`src/rtl/dec_n2n_seq.sv`:
```
// Registered N-to-2^N one-hot decoder with a direct (handshaked, held) mode and a round-robin scan mode.
// Optional macro DEC_N2N_ACTIVE_LOW_EN drives s inverted (idle = all ones, active line = 0).
module dec_n2n_seq #(
    parameter int N    = 2,
    parameter int HOLD = 1
) (
    input  logic            clk,
    input  logic            rst,
    input  logic            en,
    input  logic            mode,
    input  logic            a_valid,
    input  logic [N-1:0]    a,
    output logic            a_ready,
    output logic [2**N-1:0] s,
    output logic [N-1:0]    idx,
    output logic            busy,
    output logic            wrap
);
    localparam int LINES = 2**N;
    localparam int CW    = $clog2(HOLD + 1);
    localparam logic [CW-1:0] CNT_LOAD = CW'(HOLD - 1);
    localparam logic [N-1:0]  IDX_LAST = N'(LINES - 1);

    typedef enum logic [1:0] {
        ST_IDLE,
        ST_HOLD,
        ST_SCAN
    } state_t;

    state_t           state_q, state_d;
    logic [LINES-1:0] s_q, s_d;
    logic [N-1:0]     idx_q, idx_d;
    logic [CW-1:0]    cnt_q, cnt_d;
    logic             busy_q, busy_d;
    logic             wrap_q, wrap_d;

    logic [N-1:0]     idx_inc;
    logic [LINES-1:0] hot_a;
    logic [LINES-1:0] hot_next;

    assign idx_inc = idx_q + N'(1);

    // One-hot images of the incoming code and of the next scan index.
    genvar gi;
    generate
        for (gi = 0; gi < LINES; gi++) begin : g_hot
            assign hot_a[gi]    = (a == N'(gi));
            assign hot_next[gi] = (idx_inc == N'(gi));
        end
    endgenerate

    always_comb begin
        state_d = state_q;
        s_d     = s_q;
        idx_d   = idx_q;
        cnt_d   = cnt_q;
        wrap_d  = 1'b0;
        unique case (state_q)
            ST_IDLE: begin
                s_d = '0;
                if (en && mode) begin
                    state_d = ST_SCAN;
                    s_d     = LINES'(1);
                    idx_d   = '0;
                    cnt_d   = CNT_LOAD;
                end else if (en && a_valid) begin
                    state_d = ST_HOLD;
                    s_d     = hot_a;
                    idx_d   = a;
                    cnt_d   = CNT_LOAD;
                end
            end
            ST_HOLD: begin
                if (!en || cnt_q == '0) begin
                    state_d = ST_IDLE;
                    s_d     = '0;
                    cnt_d   = '0;
                end else begin
                    cnt_d = cnt_q - CW'(1);
                end
            end
            ST_SCAN: begin
                // Dropping mode only takes effect once the current slot has run its full length.
                if (!en || (cnt_q == '0 && !mode)) begin
                    state_d = ST_IDLE;
                    s_d     = '0;
                    cnt_d   = '0;
                end else if (cnt_q == '0) begin
                    idx_d  = idx_inc;
                    s_d    = hot_next;
                    cnt_d  = CNT_LOAD;
                    wrap_d = (idx_q == IDX_LAST);
                end else begin
                    cnt_d = cnt_q - CW'(1);
                end
            end
            default: begin
                state_d = ST_IDLE;
                s_d     = '0;
                cnt_d   = '0;
            end
        endcase
        busy_d = |s_d;
    end

    always_ff @(posedge clk or posedge rst) begin
        if (rst) begin
            state_q <= ST_IDLE;
            s_q     <= '0;
            idx_q   <= '0;
            cnt_q   <= '0;
            busy_q  <= 1'b0;
            wrap_q  <= 1'b0;
        end else begin
            state_q <= state_d;
            s_q     <= s_d;
            idx_q   <= idx_d;
            cnt_q   <= cnt_d;
            busy_q  <= busy_d;
            wrap_q  <= wrap_d;
        end
    end

    assign a_ready = (state_q == ST_IDLE) && en && !mode;
    assign idx     = idx_q;
    assign busy    = busy_q;
    assign wrap    = wrap_q;

`ifdef DEC_N2N_ACTIVE_LOW_EN
    assign s = ~s_q;
`else
    assign s = s_q;
`endif

endmodule

```
`config.mk`:
```
export PLATFORM = sky130hd
export DESIGN_NAME = dec_n2n_seq
export DESIGN_NICKNAME = d
export VERILOG_FILES = /design/src/rtl/dec_n2n_seq.sv
export SDC_FILE = /design/constraint.sdc
export NUM_CORES = 1
export LEC_CHECK = 0
export ABC_AREA = 0
export CORE_MARGIN = 8
export CORE_UTILIZATION = 40
export DETAILED_ROUTE_END_ITERATION = 7
export PLACE_DENSITY = 0.68
export SYNTH_ARGS = -nofsm -noshare
export SYNTH_HDL_FRONTEND = slang
export SYNTH_SLANG_ARGS = --single-unit
export TNS_END_PERCENT = 10
```
`constraint.sdc`:
```
create_clock -name clk -period 1.7 [get_ports clk]
set_input_delay 0.34 -clock clk [delete_from_list [all_inputs] [get_ports clk]]
set_output_delay 0.34 -clock clk [all_outputs]
set_load 0.02 [all_outputs]
```
== After elaboration in Yosys (flattened, before gate mapping) ==
Cells that the tools add are included.
Cells by class
  $add $sub $neg: 2
  equal/unequal tests: 14
  mux-type cells: 25
  bitwise gates (word level): 1
  reduce and logical (&&, ||, !) cells: 16
Operators with widths (number)
  $mux 4: 5
  $mux 2: 8
  $eq 2x2->1 const B: 6
  $pmux 4 s3: 1
  $mux 1: 8
  $ne 2x2->1 const B: 4
  $eq 2x1->1 const B: 3
  $logic_not 2->1: 3
  $pmux 2 s3: 1
  $logic_and 1x1->1: 5
  $pmux 2 s2: 1
  $reduce_and 4->1: 1
  $reduce_or 4->1: 1
  $ne 3x3->1 const B: 1
  $pmux 1 s3: 1
  $reduce_and 3->1: 1
  $add 2x1->2 const B: 1
  $logic_not 1->1: 2
  $logic_or 1x1->1: 2
  $reduce_bool 2->1: 1
  $not 1->1: 1
  $sub 1x1->1 const B: 1
Storage, ports and cells
  bits in registers: 11
  bits of input ports: 7
  output and inout bits: 9
  word-level logic and storage cells: 64

== Depth between registers and ports, before layout ==
Gate-level depths: netlist of run 1.
  depth after elaboration: 6
  depth in mapped cells: 6
  gate-level depth less buffers: 6

== Worst setup path after synthesis of run 1 ==
No wires, ideal clock.
  path kind: flip-flop to flip-flop
  start: reg idx_q[0] (netlist: idx[0])
  end: reg busy_q (netlist: busy)
  setup time: 0.136 ns
  data arrival time: 1.280 ns
  required time: 1.564 ns
  path slack: 0.284 ns
  stages on the path, launching flop included: 6
  buffers on the path: 0
  period minus slack after synthesis: 1.416 ns
  cells stage by stage: dfrtp_1 -> inv_1 -> ha_1 -> mux2_2 -> a21boi_2 -> nand4b_1
On the way
  word-level cells in the longest chain between the ends: 6
  elaborated cells between the ends (all ways): 9
  those cells by class: add/sub: 1; eq/ne: 3; mux: 3; reduce/logical: 2
RTL lines
  start: declaration: line 32  | logic [N-1:0] idx_q, idx_d;
  start signal: assignment: line 117  | idx_q <= idx_d;
  $add 2x1->2 *: line 41  | assign idx_inc = idx_q + N'(1);
  $eq 2x1->1 (tied with other cells): line 48  | assign hot_next[gi] = (idx_inc == N'(gi));
  $mux 4 *: line 88  | end else if (cnt_q == '0) begin
  $mux 4 *: line 84  | if (!en || (cnt_q == '0 && !mode)) begin
  $pmux 4 s3 *: line 58  | unique case (state_q)
  $reduce_or 4->1 *: line 103  | busy_d = |s_d;
  via busy_d: line 34  | logic busy_q, busy_d;
  end signal: assignment: line 119  | busy_q <= busy_d;
  end: declaration: line 34
Mark *: on every way through the listed nets, which the timed path passes. The rest lies on a longest branch.
A chain may end at the register's enable or synchronous reset.

== Worst setup path in the final report of run 1 ==
  start: in mode
  end: out a_ready
On the way
  word-level cells in the longest chain between the ends: 2
RTL lines
  start: declaration: line 10  | input logic mode,
  $logic_not 1->1: line 124  | assign a_ready = (state_q == ST_IDLE) && en && !mode;
  $logic_and 1x1->1: line 124
  end: declaration: line 13  | output logic a_ready,
Every way passes these cells.

==> impl_results.md, run 1 <==
* Worst R2R Setup Slack at 0.22 ns
* Combinational power share at 0.275
* DR pass1 iterations at 4
* Detail Route Antenna Nets at 0
* Worst-skew pair later-pin latency at 0.28 ns
* Seq/Total Area, Yosys at 0.395
* Cts hold-fix bufs at 0
* Tightest Pin Transition at 0.463 ns
* IO Count at 16
* Slew Limit Headroom at 0.691
* Inserted Clock Buffers at 3
* First-pass GRT wire length at 2.84 mm
* Req. time, crit path at 1.36 ns
* Maximum clock path buffer count at 2
* Max_cap viols at 0
* Sw Share at 0.322
* Peak Freq at 606 MHz
* Total grt overflow at 0
* Syn Area/Cell at 10.2 um2
* RSZ-0062 raised after global routing: false
* DR vias at 597
* Nets at 103
* Internal power at 0.459 mW
* # diodes at 0
* Most used DFF post-synth: dfrtp_1
* Remaining routing DRC violations at 0
* Post-Syn Nets at 79
* Layout area overhead at 33.2%
* FFs w/ async S/R, synth at 1.00
* Vias per cell at 5.53
* Final setup fails at 0
* Post-synth EDFFs at 0
* Die ar. at 3330 um2
* Power share of the clock group at 0.285
* Post-CTS setup buffer count at 0
* Share of cells above drive strength 1 at 0.176
* Power Dens Cells at 729 nW/um2
* Placer Congestion at 0.783
* Die H at 57.7 um
* CTS Root Cell: clkbuf_4
* Post-layout minimum cycle time at 1.65 ns
* Worst VDD drop at 0.000391 V
* Post-Syn Instances at 68
* #FFs+latches synth at 11
* Distinct cells, synth at 28
* Static leakage at 0.459 nW
* Worst-path clk slew at 0.08 ns
* Clock sinks at 11
* Setup CP Type: in2out
* Total power at 0.676 mW
* Synthesized area at 697 um2
* Crit-path max FO at 2
* Pins Over Slew Limit at 0
* Sequential Power Share at 0.440
* CP startpoint kind: primary input
* Core footprint at 1690 um2
* CTS tree: yes
* CP endpoint kind: primary output
* Psw at 0.217 mW
* Data arrival time of the critical path at 1.31 ns
* Wire per inst at 15.5 um
* Min-Delay Path Class: in2async
* Initial antenna violation count at 0
* Fin crit share at 0.970
* Clock Skews at 0.00733 ns
* Post-DP HPWL at 1.26 mm
* Final WL at 1.68 mm
* Num rows at 15
* Die width at 57.7 um
* Final hold slack at 0.347 ns
* Total Routing Usage GR at 0.112
* Synth warn at 0
* Status: finished, final reports clean
* Largest net degree at the start of global routing at 14
* H-tree levels at 1
* I/O Buffers at 15
* Resized Gates After CTS at 5
* Vias in the first global route at 605
* Initial core utilization at 0.413
* Final hold violation count at 0
* DRT iter0 DRCs at 15
==> worst max-delay path: stages <==
cell and delay (ns):
clkdlybuf4s50_1 0.46, nor4b_4 0.29, buf_2 0.22
==> synth_stat cells (all sizes together) (2+ instances only) <==
cell type | n | area (um2)
dfrtp | 11 | 275
inv | 5 | 18.8
nor2 | 5 | 18.8
o21ai | 5 | 28.8
a21oi | 4 | 20.0
ha | 4 | 50.1
mux2i | 4 | 40.0
a32oi | 3 | 26.3
nand2b | 3 | 18.8
a21o | 2 | 15.0
a22oi | 2 | 15.0
and3 | 2 | 12.5
buf | 2 | 10.0
nor3b | 2 | 15.0
o21bai | 2 | 15.0
==> worst paths after layout <==
kind | startpoint | end | depth (start not counted)
setup / recovery | mode | a_ready | 3
hold / removal | rst | s[1] | 2
setup reg to reg | cnt_q | busy | 4
hold reg to reg | idx[1] | idx[1] | 2
max in group asynchronous | rst | state_q[0] | 2
min in group clk | idx[1] | idx[1] | 2
==> per-layer routing <==
| metal | global-route usage | routed length [um] | vias up |
|---|---|---|---|
| met1 | 0.134 | 718 | 280 |
| met4 | 0.0734 | 42 | 0 |
| li1 | - | - | 294 |
| met5 | 0 | 0 | - |
| met3 | 0.0331 | 121 | 4 |
| met2 | 0.169 | 793 | 19 |
==> cell type report <==
class	count	area [um2]
repair buffers	21	194
multi-input cells	50	393
clock buffers	4	26.3
inverters	5	18.8
well taps	17	21.3
flip-flops and latches	11	275
fillers	162	761
==> placed cells by master (no fill, tap or decap), types with 3 or more instances in the layout <==
master,netlist,routed
clkbuf_4,0,3
o21ai_0,4,4
a21oi_1,4,4
mux2i_1,4,4
buf_4,0,6
nand2b_1,3,3
clkdlybuf4s50_1,0,11
dfrtp_1,11,11
ha_1,4,4
a32oi_1,3,3
inv_1,5,5
nor2_1,5,5
==> cells by family (layout without fill, tap and decap cells) <==
| logic type | after synthesis | after routing | synth area share |
|---|---|---|---|
| muxes | 5 | 5 | 0.0736 |
| DFF | 11 | 11 | 0.395 |
| buffers and inverters | 7 | 30 | 0.0413 |
| AOI/OAI and AO/OA | 21 | 21 | 0.212 |
| and+or+nand+nor | 20 | 20 | 0.206 |
| adders and majority gates | 4 | 4 | 0.0718 |
==> registers in the layout, indices dropped and copies added (netlist names) <==
register and cells:
s 4, idx 2, state_q 2, busy 1, cnt_q 1, wrap 1
==> per-stage QoR <==
stage	instances	area (um2)	TNS, ns	util	worst slack (ns)
final	108	928	0	0.550	0.0505
after global routing	108	928	0	0.550	0.00851
after CTS	108	923	0	0.547	0.0175
after detailed placement	104	903	-0.573	0.535	-0.393
after global placement	104	903	-0.550	0.535	-0.382
after floorplan	68	697	0	-	0.284
==> power by group through the flow <==
stage                     clock (mW)  sequential [mW]  combinational [mW]
after CTS                      0.192            0.299               0.188
after global routing           0.204            0.301               0.206
after detailed placement           0            0.304               0.191
final                          0.193            0.298               0.186
after floorplan                    0            0.322              0.0863
after global placement             0            0.303               0.190
No activity file was read; power rests on OpenSTA's default activity.
==> run 2, diff against run 1 <==
SETUP_SLACK_MARGIN = 0.3   (was not set)
SKIP_LAST_GASP = 1   (was not set)
==> run 2 against run 1 <==
  * Clock skew down 0.0061 ns
  * Combinational power about the same
  * Worst setup slack better by 0.017 ns
  * Sequential share of layout area up 0.22 points
  * Core utilization down 0.15 points
  * Routed wire length down 3.6%
  * Highest routed layer unchanged
==> impl_results.md, run 2 (synthesis gave the netlist of run 1 again) <==
* PnR worst setup slack at 0.0680 ns (+0.0175 ns)
* Remaining routing DRC violations at 0 (unchanged)
* Die ar. at 3330 um2 (unchanged)
* I/O Buffers at 15 (unchanged)
* Die width at 57.7 um (unchanged)
* Worst-skew pair later-pin latency at 0.27 ns (about the same)
* Pins Over Slew Limit at 0 (unchanged)
* Nets at 103 (unchanged)
* DRT iter0 DRCs at 12 (-3)
* # placed instances at 104 (unchanged)
* Fin area at 926 um2 (-0.27%)
* FILL cells at 167 (+3.1%)
* CTS tree: yes
* Final setup fails at 0 (unchanged)
* Placer Congestion at 0.756 (-3.5%)
* Slew Limit Headroom at 0.703 (+0.0119)
* DR pass1 iterations at 4 (unchanged)
* Cell Chain, Critical Path: clkdlybuf4s50_1 > nor4b_4 > buf_2
* H-tree levels at 1 (unchanged)
* Detail Route Antenna Nets at 0 (unchanged)
* Pre-CTS WS at -0.388 ns (+0.00532 ns)
* R2R cell count at 4 (unchanged)
* Setup CP Type: in2out
* Initial core utilization at 0.413 (unchanged)
* Maximum clock path buffer count at 2 (unchanged)
* CP endpoint kind: primary output
* Total Routing Usage GR at 0.107 (-0.00497)
* CTS Root Cell: clkbuf_4
* Core footprint at 1690 um2 (unchanged)
* Tightest Pin Transition at 0.446 ns (-0.0179 ns)
* First-pass GRT wire length at 2.77 mm (-2.2%)
* Post-layout minimum cycle time at 1.63 ns (-0.0175 ns)
* CP startpoint kind: primary input
* Max reg flops at 4 (unchanged)
* RSZ-0062 raised after global routing: true
* Final hold violation count at 0 (unchanged)
* Layout area overhead at 32.9%
* Worst R2R Setup Slack at 0.25 ns (+0.03 ns)
* IO Count at 16 (unchanged)
* Crit. Startpoint: mode
* Static leakage at 0.447 nW (-2.5%)
* Post-DP HPWL at 1.27 mm (+0.41%)
* Clock Skews at 0.00119 ns (-0.00614 ns)
* Slowest CP cell: clkdlybuf4s50_1
* Crit-path max FO at 2 (unchanged)
* Register area at 277 um2 (+0.45%)
* Post-CTS setup buffer count at 0 (unchanged)
* Num rows at 15 (unchanged)
* Total negative slack at 0 ns (unchanged)
* Die H at 57.7 um (unchanged)
* Min-Delay Path Class: in2async
* Commonest cells after routing, fill and taps aside: clkdlybuf4s50_1, dfrtp_1, buf_4
* Vias in the first global route at 581 (-4.0%)
* Final hold slack at 0.360 ns (+0.0136 ns)
* Largest net degree at the start of global routing at 14 (unchanged)
* Fin crit share at 0.960 (-0.0103)
* Req. time, crit path at 1.36 ns (about the same)
* Worst Setup EP: a_ready
* Wire per inst at 15.0 um (-3.6%)
* Initial antenna violation count at 0 (unchanged)
* R2R Path End: s[2]
* Post-Place Cell Area at 905 um2 (+0.14%)
* Final WL at 1.62 mm (-3.6%)
* Fin cells at 108 (unchanged)
* Final core occ at 0.548 (-0.00148)
* Max_cap viols at 0 (unchanged)
* Area of the multi-input gates at 393 um2 (unchanged)
* Most common cell after layout, fill and taps aside: clkdlybuf4s50_1
* Vias per cell at 5.41 (-2.2%)
* Worst-path clk slew at 0.06 ns (-0.02 ns)
* Total power at 0.658 mW (-2.8%)
* Total grt overflow at 0 (unchanged)
* Critical R2R Launch: cnt_q
* Data arrival time of the critical path at 1.29 ns (-0.02 ns)
* # diodes at 0 (unchanged)
* Share of cells above drive strength 1 at 0.187 (+0.0110)
* Worst VDD drop at 0.000454 V (+16%)
* DR vias at 584 (-2.2%)
* Largest stage delay on the critical path at 0.45 ns (about the same)
* Inserted Clock Buffers at 3 (unchanged)
* Status: finished, final reports clean
* Peak Freq at 613 MHz (+1.1%)
* Clock sinks at 11 (unchanged)
* Power Dens Cells at 710 nW/um2 (-2.5%)
==> run 2: critical path, delay by kind of cell <==
| kind | cells | cell delay [ns] |
|---|---|---|
| buffers and inverters | 2 | 0.67 |
| AND/OR/NAND/NOR | 1 | 0.28 |
==> run 2: repair_timing <==
action | in CTS | in global routing
hold endpoints to repair | 0 | 0
cloned | 0 | 0
setup endpoints to repair | 14 | 16
gates resized for setup | 6 | 1
hold buffers | 0 | 0
pin swaps | 0 | 0
==> run 2: report_power, final <==
part	switching [mW]	internal [mW]
clock	0.0824	0.0909
sequential	0.0194	0.280
combinational	0.0976	0.0873
total	0.199	0.458
==> run 2: metal layers <==
layer / GRT usage / routed length [um] / vias to the layer above
met1: 0.125 / 714 / 275
met5: 0 / 0 / -
met4: 0.0559 / 27 / 0
met2: 0.170 / 788 / 11
met3: 0.0331 / 86 / 4
li1: - / - / 294
==> run 2: final cells by class <==
| class | instances | share of cell area |
|---|---|---|
| flip-flops and latches | 11 | 0.299 |
| repair buffers | 21 | 0.205 |
| multi-input cells | 50 | 0.424 |
| clock buffers | 4 | 0.0284 |
| well taps | 17 | 0.0230 |
| inverters | 5 | 0.0203 |
==> run 2: how the worst min path moves through the flow <==
stage / depth (start not counted) / to / slack (ns) / startpoint
after floorplan: 1 / busy / 0.19 / rst
after global placement: 1 / idx[0] / 0.54 / idx[0]
after detailed placement: 1 / idx[0] / 0.54 / idx[0]
after CTS: 2 / wrap / 0.37 / rst
after global routing: 2 / state_q[1] / 0.43 / rst
final: 2 / wrap / 0.36 / rst
